## src/rtl/hydra_video_pkg.sv

```systemverilog
// Shared types and constants for the video test-pattern path.
// Imported by the pattern generator and its helper blocks.
package hydra_video_pkg;

    typedef enum logic [1:0] {
        IDLE   = 2'd0,
        ACTIVE = 2'd1,
        GAP    = 2'd2
    } pg_state_e;

    typedef enum logic [1:0] {
        PAT_SOLID = 2'd0,
        PAT_RAMP  = 2'd1,
        PAT_BARS  = 2'd2,
        PAT_XOR   = 2'd3
    } pattern_e;

    localparam logic [23:0] SOLID_COLOR = 24'h0000FF;

    // Each bar index bit drives one full colour channel: {R, G, B}.
    function automatic logic [23:0] bar_color(input logic [2:0] b);
        return {{8{b[2]}}, {8{b[1]}}, {8{b[0]}}};
    endfunction

endpackage

```

## src/rtl/axi_stream_pattern_gen_if.sv

```systemverilog
// AXI-Stream video beat bundle (pixel, valid, end-of-line, start-of-frame, ready).
interface axi_stream_pattern_gen_if #(
    parameter int DATA_WIDTH = 24
);
    logic [DATA_WIDTH-1:0] tdata;
    logic                  tvalid;
    logic                  tlast;
    logic                  tuser;
    logic                  tready;

    modport master (
        output tdata,
        output tvalid,
        output tlast,
        output tuser,
        input  tready
    );

    modport slave (
        input  tdata,
        input  tvalid,
        input  tlast,
        input  tuser,
        output tready
    );
endinterface

```

## src/rtl/axi_stream_pattern_gen_xy_counter.sv

```systemverilog
// Raster x/y position counter; x runs fastest, both wrap at the frame end.
module video_xy_counter #(
    parameter int H_ACTIVE = 640,
    parameter int V_ACTIVE = 480,
    parameter int CNT_W    = 12
) (
    input  logic             clk,
    input  logic             rst_n,
    input  logic             clear,
    input  logic             advance,
    output logic [CNT_W-1:0] x,
    output logic [CNT_W-1:0] y,
    output logic             last_x,
    output logic             last_xy,
    output logic             first_xy
);
    logic last_y;

    assign last_x   = (x == CNT_W'(H_ACTIVE - 1));
    assign last_y   = (y == CNT_W'(V_ACTIVE - 1));
    assign last_xy  = last_x && last_y;
    assign first_xy = (x == '0) && (y == '0);

    always_ff @(posedge clk or negedge rst_n) begin
        if (!rst_n) begin
            x <= '0;
            y <= '0;
        end else if (clear) begin
            x <= '0;
            y <= '0;
        end else if (advance) begin
            if (last_x) begin
                x <= '0;
                y <= last_y ? '0 : y + CNT_W'(1);
            end else begin
                x <= x + CNT_W'(1);
            end
        end
    end

endmodule

```

## src/rtl/axi_stream_pattern_gen.sv

```systemverilog
// AXI-Stream video test-pattern source: H_ACTIVE x V_ACTIVE frames with SOF on tuser,
// EOL on tlast, optional idle gap between frames and a completed-frame counter.
module axi_stream_pattern_gen
    import hydra_video_pkg::*;
#(
    parameter int DATA_WIDTH = 24,
    parameter int H_ACTIVE   = 640,
    parameter int V_ACTIVE   = 480,
    parameter int CNT_W      = 12
) (
    input  logic                      clk,
    input  logic                      rst_n,
    input  logic                      enable,
    input  logic [1:0]                pattern_sel,
    input  logic [15:0]               frame_gap,
    axi_stream_pattern_gen_if.master  m_axis,
    output logic [31:0]               frames_sent,
    output logic                      busy
);
    localparam logic [CNT_W+2:0] H_DIV = (CNT_W+3)'(H_ACTIVE);

    pg_state_e             state, state_d;
    pattern_e              pat_q, pat_cur;
    logic [7:0]            f_q, f_start, f_cur;
    logic [15:0]           gap_cnt;
    logic [31:0]           frames_cnt;
    logic [DATA_WIDTH-1:0] tdata_q, pixel;
    logic                  tvalid_q, tlast_q, tuser_q, eof_q;
    logic                  tready;
    logic                  load, start_new, ctr_clear, frame_done;
    logic [CNT_W-1:0]      x, y;
    logic [7:0]            x8, y8;
    logic                  last_x, last_xy, first_xy;
    logic [2:0]            bar_idx;

    assign tready = m_axis.tready;

    // Counters always point at the next pixel to be loaded into the output register.
    video_xy_counter #(
        .H_ACTIVE (H_ACTIVE),
        .V_ACTIVE (V_ACTIVE),
        .CNT_W    (CNT_W)
    ) u_xy (
        .clk      (clk),
        .rst_n    (rst_n),
        .clear    (ctr_clear),
        .advance  (load),
        .x        (x),
        .y        (y),
        .last_x   (last_x),
        .last_xy  (last_xy),
        .first_xy (first_xy)
    );

    assign frame_done = (state == ACTIVE) && tvalid_q && eof_q && tready;
    assign ctr_clear  = (state == IDLE) && enable;
    assign f_start    = frame_done ? 8'(frames_cnt + 32'd1) : 8'(frames_cnt);

    always_comb begin
        state_d   = state;
        load      = 1'b0;
        start_new = 1'b0;
        case (state)
            IDLE: begin
                if (enable) state_d = ACTIVE;
            end
            ACTIVE: begin
                if (tvalid_q && eof_q) begin
                    if (tready) begin
                        if (frame_gap != 16'd0) begin
                            state_d = GAP;
                        end else if (enable) begin
                            load      = 1'b1;
                            start_new = 1'b1;
                        end else begin
                            state_d = IDLE;
                        end
                    end
                end else if (!tvalid_q || tready) begin
                    load = 1'b1;
                end
            end
            GAP: begin
                // SOF is loaded on the last gap cycle so the idle run is exactly frame_gap long.
                if (gap_cnt == 16'd1) begin
                    if (enable) begin
                        state_d   = ACTIVE;
                        load      = 1'b1;
                        start_new = 1'b1;
                    end else begin
                        state_d = IDLE;
                    end
                end
            end
            default: state_d = IDLE;
        endcase
    end

    // A frame started without passing through IDLE uses the live selection for its SOF pixel.
    assign pat_cur = start_new ? pattern_e'(pattern_sel) : pat_q;
    assign f_cur   = start_new ? f_start : f_q;
    assign x8      = 8'(x);
    assign y8      = 8'(y);
    assign bar_idx = 3'(({3'b000, x} << 3) / H_DIV);

    always_comb begin
        pixel = '0;
        case (pat_cur)
            PAT_SOLID: pixel = SOLID_COLOR;
            PAT_RAMP:  pixel = {x8, x8, x8};
            PAT_BARS:  pixel = bar_color(bar_idx);
            PAT_XOR:   pixel = {x8 ^ y8, y8, f_cur};
            default:   pixel = '0;
        endcase
    end

    always_ff @(posedge clk or negedge rst_n) begin
        if (!rst_n) begin
            state      <= IDLE;
            pat_q      <= PAT_SOLID;
            f_q        <= '0;
            gap_cnt    <= '0;
            frames_cnt <= '0;
            tdata_q    <= '0;
            tvalid_q   <= 1'b0;
            tlast_q    <= 1'b0;
            tuser_q    <= 1'b0;
            eof_q      <= 1'b0;
        end else begin
            state <= state_d;

            if (frame_done) begin
                frames_cnt <= frames_cnt + 32'd1;
                gap_cnt    <= frame_gap;
            end else if (state == GAP) begin
                gap_cnt <= gap_cnt - 16'd1;
            end

            if (ctr_clear) begin
                pat_q <= pattern_e'(pattern_sel);
                f_q   <= 8'(frames_cnt);
            end else if (start_new) begin
                pat_q <= pattern_e'(pattern_sel);
                f_q   <= f_start;
            end

            if (load) begin
                tvalid_q <= 1'b1;
                tdata_q  <= pixel;
                tlast_q  <= last_x;
                tuser_q  <= first_xy;
                eof_q    <= last_xy;
            end else if (tready) begin
                tvalid_q <= 1'b0;
            end
        end
    end

    assign m_axis.tdata  = tdata_q;
    assign m_axis.tvalid = tvalid_q;
    assign m_axis.tlast  = tlast_q;
    assign m_axis.tuser  = tuser_q;
    assign frames_sent   = frames_cnt;
    assign busy          = (state != IDLE);

endmodule

```

## src/flat_wrapper.sv

```systemverilog
// flat-port wrapper written by rule: the top's interface ports become plain ports
module axi_stream_pattern_gen_flat import hydra_video_pkg::*;
#(
    parameter int DATA_WIDTH = 24,
    parameter int H_ACTIVE   = 640,
    parameter int V_ACTIVE   = 480,
    parameter int CNT_W      = 12
)
  (clk, rst_n, enable, pattern_sel, frame_gap, frames_sent, busy, m_axis_tdata, m_axis_tvalid, m_axis_tlast, m_axis_tuser, m_axis_tready);
  axi_stream_pattern_gen_if #(.DATA_WIDTH(DATA_WIDTH)) m_axis_i ();
  input  logic clk;
  input  logic rst_n;
  input  logic enable;
  input  logic [1:0] pattern_sel;
  input  logic [15:0] frame_gap;
  output logic [31:0] frames_sent;
  output logic busy;
  output wire logic [$bits(m_axis_i.tdata)-1:0] m_axis_tdata;
  output wire logic [$bits(m_axis_i.tvalid)-1:0] m_axis_tvalid;
  output wire logic [$bits(m_axis_i.tlast)-1:0] m_axis_tlast;
  output wire logic [$bits(m_axis_i.tuser)-1:0] m_axis_tuser;
  input wire logic [$bits(m_axis_i.tready)-1:0] m_axis_tready;
  assign m_axis_tdata = m_axis_i.tdata;
  assign m_axis_tvalid = m_axis_i.tvalid;
  assign m_axis_tlast = m_axis_i.tlast;
  assign m_axis_tuser = m_axis_i.tuser;
  assign m_axis_i.tready = m_axis_tready;
  axi_stream_pattern_gen #(.DATA_WIDTH(DATA_WIDTH), .H_ACTIVE(H_ACTIVE), .V_ACTIVE(V_ACTIVE), .CNT_W(CNT_W)) u_core (.clk(clk), .rst_n(rst_n), .enable(enable), .pattern_sel(pattern_sel), .frame_gap(frame_gap), .m_axis(m_axis_i), .frames_sent(frames_sent), .busy(busy));
endmodule
```

## config.mk

```make
export PLATFORM = sky130hd
export DESIGN_NAME = axi_stream_pattern_gen_flat
export DESIGN_NICKNAME = d
export VERILOG_FILES = /design/src/rtl/hydra_video_pkg.sv /design/src/rtl/axi_stream_pattern_gen_if.sv /design/src/rtl/axi_stream_pattern_gen_xy_counter.sv /design/src/rtl/axi_stream_pattern_gen.sv /design/src/flat_wrapper.sv
export SDC_FILE = /design/constraint.sdc
export NUM_CORES = 1
export LEC_CHECK = 0
export ABC_AREA = 1
export CAP_MARGIN = 20
export CORE_MARGIN = 4
export CORE_UTILIZATION = 60
export DETAILED_ROUTE_END_ITERATION = 8
export PLACE_DENSITY = 0.9
export REMOVE_ABC_BUFFERS = 1
export SETUP_SLACK_MARGIN = 0.5
export SYNTH_ARGS = -nofsm -noshare
export SYNTH_HDL_FRONTEND = slang
export SYNTH_SLANG_ARGS = --single-unit
```

## constraint.sdc

```tcl
create_clock -name clk -period 4.05 [get_ports clk]
set_input_delay 0.81 -clock clk [delete_from_list [all_inputs] [get_ports clk]]
set_output_delay 0.81 -clock clk [all_outputs]
set_load 0.1 [all_outputs]
```

==> results.toml <==
[worst_setup_path]
slowest_delay_ns = 1.14
cp.required_ns = 3.24
reg2reg_slack_ns = 1.19
cp-end-kind = "output port"
cp_cell_sequence = "inv_1, ha_1, inv_1, clkdlybuf4s50_1"
reg2reg_depth = 10
crit_top_cell = "inv_1"
worst_r2r_endpoint = "u_core.u_xy.x[11]$_DFFE_PN0P_"
critPathKind = "flop to output port"
timing.rr.start = "u_core.gap_cnt[7]$_DFFE_PN0P_"
cp.arrival_ns = 2.32
crit_family = "buffers and inverters"
critPathBufInv = 3
cp_slowest_cell = "clkdlybuf4s50_1"
path_max_fanout = 4
crit_path_start_kind = "flop"

[sta]
clock_skew_ns = 0.01265
grt_setup_unrepaired = "no"
fin_ws_ns = 0.9209
maxSlewViolCount = 0
min_period_ns = 3.129
finalSetupViolations = 0
min_period_over_period_pct = 77.26
worst_pin_slew_ns = 1.010
hold_viol = 0
whs_ns = 0.3881
fin_tns_setup_ns = 0
fmaxAchievable_mhz = 319.6
slew_headroom_pct = 32.48

[logic_synthesis]
ys_warn_count = 0
synthCells = 792
synth_enable_flop_cells = 0
avgSynthCellArea_um2 = 8.081
synthArstFlopShare_pct = 100.0
synth_ff_type = "dfrtp_1"
ys_types = 53
ys_ff_latch = 112
ys_seq_area_share_pct = 43.79
syn-cell-area_mm2 = 0.006400

[status]
status = "completed"

[floorplanning]
fp.dieW_um = 111.3
die_area_mm2 = 0.01238
die_h_um = 111.3
ioPinCount = 82
fp-row-count = 37
core_area_mm2 = 0.01037
start_util_pct = 61.72

[clock_tree]
postCtsSetupBuffers = 0
h-tree-depth = 3
clockBufferDepth = 2
cts_tree = "done"
cts_resized = 0
cts.reportedPaths.clkPinSlew_ns = 0.11
clock_sinks = 112
hold_buffers = 0
cts_buffers = 9
clock_latency_ns = 0.39
clockRootBuffer = "clkbuf_8"

[power]
power_per_cell_area_mw_per_mm2 = 563.4
p_leak_uw = 0.003691
power_uw = 4271
peakVddDrop_mv = 0.4275

[grt]
grt_max_degree = 85
antenna_found_initial = 0
grt-ovfl-total = 0
grt_use_total_pct = 24.93
grt_pass1_vias = 5373
grt_pass1_wl_um = 25760

[cells_and_area]
finalNetCount = 910
layout-drive-gt1-share_pct = 7.823
n_antenna_cell = 0
stdcell_area_mm2 = 0.007580
area_growth_syn_to_layout_pct = 18.44
fill_cells = 768

[hold_path]
hp-class = "primary input to async pin"

[detailed_routing]
vias = 5591
routed_wl_um = 15100
wl_per_cell_um = 14.83
ant_nets = 0
first_pass_iters = 6
vias_per_cell = 5.492
drc_errors = 0
drt_first_iter_violations = 489

[placed_design]
port_buffers = 81
pre_cts_ws_ns = 0.5554
gp_congestion = 0.9414
dpl-instance-area_mm2 = 0.007365
hpwl_um = 11220

[job]
maxCapViolations = 0
==> per-stage QoR <==
step	util [%]	std cells
2_1_floorplan	-	774
3_3_place_gp	71.02	1001
3_5_place_dp	71.02	1001
4_1_cts	72.90	1017
5_1_grt	73.09	1018
6_report	73.09	1018
==> state kept, by name, summed over array words and instances, names as in the netlist <==
register,count
u_core.frames_sent,32
u_core.m_axis.tdata,24
u_core.gap_cnt,16
u_core.u_xy.x,12
u_core.u_xy.y,12
u_core.f_q,8
u_core.pat_q,2
u_core.state,2
u_core.eof_q,1
u_core.m_axis.tlast,1
u_core.m_axis.tuser,1
u_core.m_axis.tvalid,1
==> logic make-up (layout without fill, tap and decap cells) <==
| family | Yosys count | count (layout) | share of synthesized area [%] |
|---|---|---|---|
| simple gates | 363 | 363 | 26.71 |
| fa+ha+maj | 11 | 11 | 2.151 |
| mux | 7 | 7 | 1.095 |
| compound gates | 116 | 116 | 10.87 |
| xor+xnor | 55 | 55 | 7.527 |
| flops | 112 | 112 | 43.79 |
| buf+inv | 128 | 218 | 7.859 |
==> worst max-delay path by stage <==
stage,from,to,slack (ns),depth (start not counted)
finish,u_core.state[0]$_DFFE_PN0P_,busy,0.92,4
global route,frame_gap[10],u_core.u_xy.x[11]$_DFFE_PN0P_,0.65,14
CTS,u_core.state[0]$_DFFE_PN0P_,busy,0.91,4
detailed placement,m_axis_tready,u_core.frames_sent[29]$_DFFE_PN0P_,0.56,15
global placement,m_axis_tready,u_core.frames_sent[28]$_DFFE_PN0P_,0.58,18
floorplan,u_core.m_axis.tvalid$_DFFE_PN0P_,u_core.frames_sent[26]$_DFFE_PN0P_,0.37,16
==> layout make-up <==
class	count	area [µm²]	area share [%]
clock buffer	11	141.4	1.865
sequential	112	2803	36.98
clock inverter	5	53.80	0.7098
multi-input combinational	552	3094	40.82
inverter	110	414.1	5.464
timing repair buffer	92	903.4	11.92
tap	136	170.2	2.245
==> cells in the mapped netlist, types with 13 or more instances <==
cell type / instances / area (µm²)
inv_1: 104 / 390.4
nand3_1: 42 / 210.2
nor2_1: 72 / 270.3
nand4_1: 13 / 81.33
nand2_1: 173 / 649.4
nor3_1: 24 / 120.1
a21oi_1: 19 / 95.09
xor2_1: 32 / 280.3
o22ai_1: 13 / 81.33
o21ai_1: 16 / 80.08
xnor2_1: 23 / 201.4
o21ai_0: 38 / 190.2
dfrtp_1: 112 / 2803
==> routing by layer <==
layer / share of wire (%) / global-route usage, %
met5: 0 / 0
met3: 6.2 / 5.131
met2: 48 / 40.45
met1: 44 / 34.40
met4: 1.5 / 6.326
==> placed cells by master (no fill, tap or decap), types with 7 or more instances in the layout <==
master,n
o21ai_0,38
o221ai_1,11
nor3_1,24
nand3_2,7
nand2_2,7
a21oi_1,19
nor2_1,72
inv_1,104
nand4_1,13
nand3_1,42
clkdlybuf4s50_1,80
ha_1,11
mux2i_1,7
clkbuf_8,10
o22ai_1,13
o21ai_1,16
nand2_1,173
xnor2_1,23
dfrtp_1,112
buf_4,11
xor2_1,32
==> power breakdown <==
group / leakage, µW / internal [µW] / total (µW) / switching [µW]
Clock: 0.000103 / 303 / 683 / 380
Sequential: 0.00146 / 1350 / 1540 / 185
Combinational: 0.00213 / 555 / 2050 / 1490
Note: power is estimated with default switching activity, not from simulation.
==> RTL change (config.mk and constraints unchanged) <==
The 3 states of `pg_state_e` get a one-hot encoding in 3 bits.
--- a/src/rtl/hydra_video_pkg.sv
+++ b/src/rtl/hydra_video_pkg.sv
@@ -4,6 +4,6 @@
 
-    typedef enum logic [1:0] {
-        IDLE   = 2'd0,
-        ACTIVE = 2'd1,
-        GAP    = 2'd2
+    typedef enum logic [2:0] {
+        IDLE   = 3'b001,
+        ACTIVE = 3'b010,
+        GAP    = 3'b100
     } pg_state_e;
Function: no difference found for any inputs over 10 cycles, from zero or initial values and one cycle with rst_n low; not proved beyond that.
==> RTL change against the unedited design <==
  * Total power increased by 18%
  * Critical path type is now in2reg
  * Synthesized area decreased by 0.22%
  * Wire length increased by 14%
  * Synthesized cell count decreased by 1.1%
  * Combinational power decreased by 2%
  * Design area increased by 3.9%
  * Largest cell class unchanged
  * Non-clock buffer count decreased by 5
  * Critical endpoint is now u_core.m_axis.tdata[1]$_DFFE_PN0P_
  * Global-route usage increased by 3.4 points
  * Worst setup slack got worse by 110 ps
  * Sequential cell count increased by 1
==> RTL change: results (changes against the unedited design) <==
CP endpoint=u_core.m_axis.tdata[1]$_DFFE_PN0P_ (was busy); Leak=3.603 nW (was 3.691 nW); uppermost routed layer=met4 (unchanged); sequential share of the synthesized area=44.30% (was 43.79%); Resized Gates After CTS=0 (unchanged); GRT Util Overall=28.30% (was 24.93%); Final HPWL DP=12.08 mm (was 11.22 mm); Vias per Instance=5.959 (was 5.492); reg2reg start=u_core.state[2]$_DFFE_PN0P_ (was u_core.gap_cnt[7]$_DFFE_PN0P_); layout cell share with drive strength beyond 1=10.52% (was 7.823%); vias in the first global route=6084 (was 5373); warnings from Yosys=0 (unchanged); Synth area leaders=dfrtp_1 (44%), nand2_1 (9.6%), inv_1 (5.4%) (was dfrtp_1 (44%), nand2_1 (10%), inv_1 (6.1%)); r2r setup slk=1140 ps (was 1190 ps); critical-path maximum fanout=10 (was 4); VDD IR max=0.0004432 V (was 0.0004275 V); global placement routability congestion=0.9059 (was 0.9414); CTS root buf=clkbuf_8 (unchanged); Rel. slew slack=33.87% (was 32.48%); max reg flops=32 (unchanged); htree depth=4 (was 3); largest net degree at the start of global routing=66 (was 85); initial antenna violation count=0 (unchanged); DRT iter0 DRCs=632 (was 489); R2R cell count=13 (was 10); CTS clock-pin slew for the worst setup and hold paths=60 ps (was 110 ps); status=complete, no violations (unchanged); first-pass GRT wire length=28.61 mm (was 25.76 mm); TritonCTS Buffers=17 (was 9); # nets final=900 (was 910); Met2 Wirelength=8.783 mm (was 7.309 mm); drt first pass iters=8 (was 6); WL met1=6.483 mm (was 6.623 mm); switching share of power=44.38% (was 48.21%); asr flop ratio synth=100.0% (unchanged); WHS=367.9 ps (was 388.1 ps); met3 wire len=1.236 mm (was 933 µm); Clock Latency Late Sink=530 ps (was 390 ps); Critical Path Source=frame_gap[15] (was u_core.state[0]$_DFFE_PN0P_); count of cell types in the netlist=58 (was 53); RR Endpoint=u_core.frames_sent[31]$_DFFE_PN0P_ (was u_core.u_xy.x[11]$_DFFE_PN0P_); CP arrival=3690 ps (was 2320 ps); dominant synthesized flop cell=dfrtp_1 (unchanged); Post-synth top cells=nand2_1 (163), dfrtp_1 (112), inv_1 (92), nor2_1 (73), o21ai_0 (44) (was nand2_1 (173), dfrtp_1 (112), inv_1 (104), nor2_1 (72), nand3_1 (42)); Clock Skew=9.285 ps (was 12.65 ps); WL/cell=16.85 µm (was 14.83 µm)
## RTL change: layer usage
metal	global-route usage, %	up-vias
met4	15.25	0
met1	32.63	2889
li1	-	2777
met5	0	-
met3	6.114	74
met2	48.97	338
## RTL change: cell type report
type / count / area [µm²]
clock buffer: 21 / 459.2
multi-input combinational: 552 / 3099
inverter: 100 / 377.9
fill: 674 / 2445
clock inverter: 11 / 87.58
timing repair buffer: 87 / 855.8
sequential: 113 / 2829
tap: 136 / 170.2
## RTL change: critical path, cell delays in order
cell,delay (ps)
clkdlybuf4s50_1,410
inv_1,100
nand4_1,110
nor4_1,430
nand2_1,160
nor2_1,160
nand2_1,100
nand2_4,170
inv_4,80
nand2_1,100
o21ai_4,80
o21ai_1,610
a211oi_1,170
a21oi_2,180
## RTL change: power groups by stage
stage / Clock, mW / Combinational, mW / Sequential, mW
floorplan: 0 / 0.811 / 2.27
global placement: 0 / 1.92 / 1.64
detailed placement: 0 / 1.97 / 1.65
CTS: 1.39 / 2.00 / 1.64
global route: 1.44 / 2.14 / 1.68
finish: 1.38 / 2.01 / 1.65
## RTL change: cell families after synthesis
| group | Yosys count | synth area share, % |
|---|---|---|
| fa+ha+maj | 7 | 1.371 |
| mux | 3 | 0.4702 |
| compound gates | 121 | 12.11 |
| xor+xnor | 53 | 7.269 |
| simple gates | 368 | 27.31 |
| flops | 113 | 44.30 |
| buf+inv | 118 | 7.171 |
## RTL change: metrics by stage
step	instances	instance area, µm²	power, mW	worst slack (ps)
finish	1020	7879	5.031	808.2
detailed placement	988	7330	3.627	360.4
CTS	1020	7876	5.020	615.2
global route	1020	7879	5.255	599.0
global placement	988	7330	3.558	561.7
floorplan	765	6306	3.085	709.8
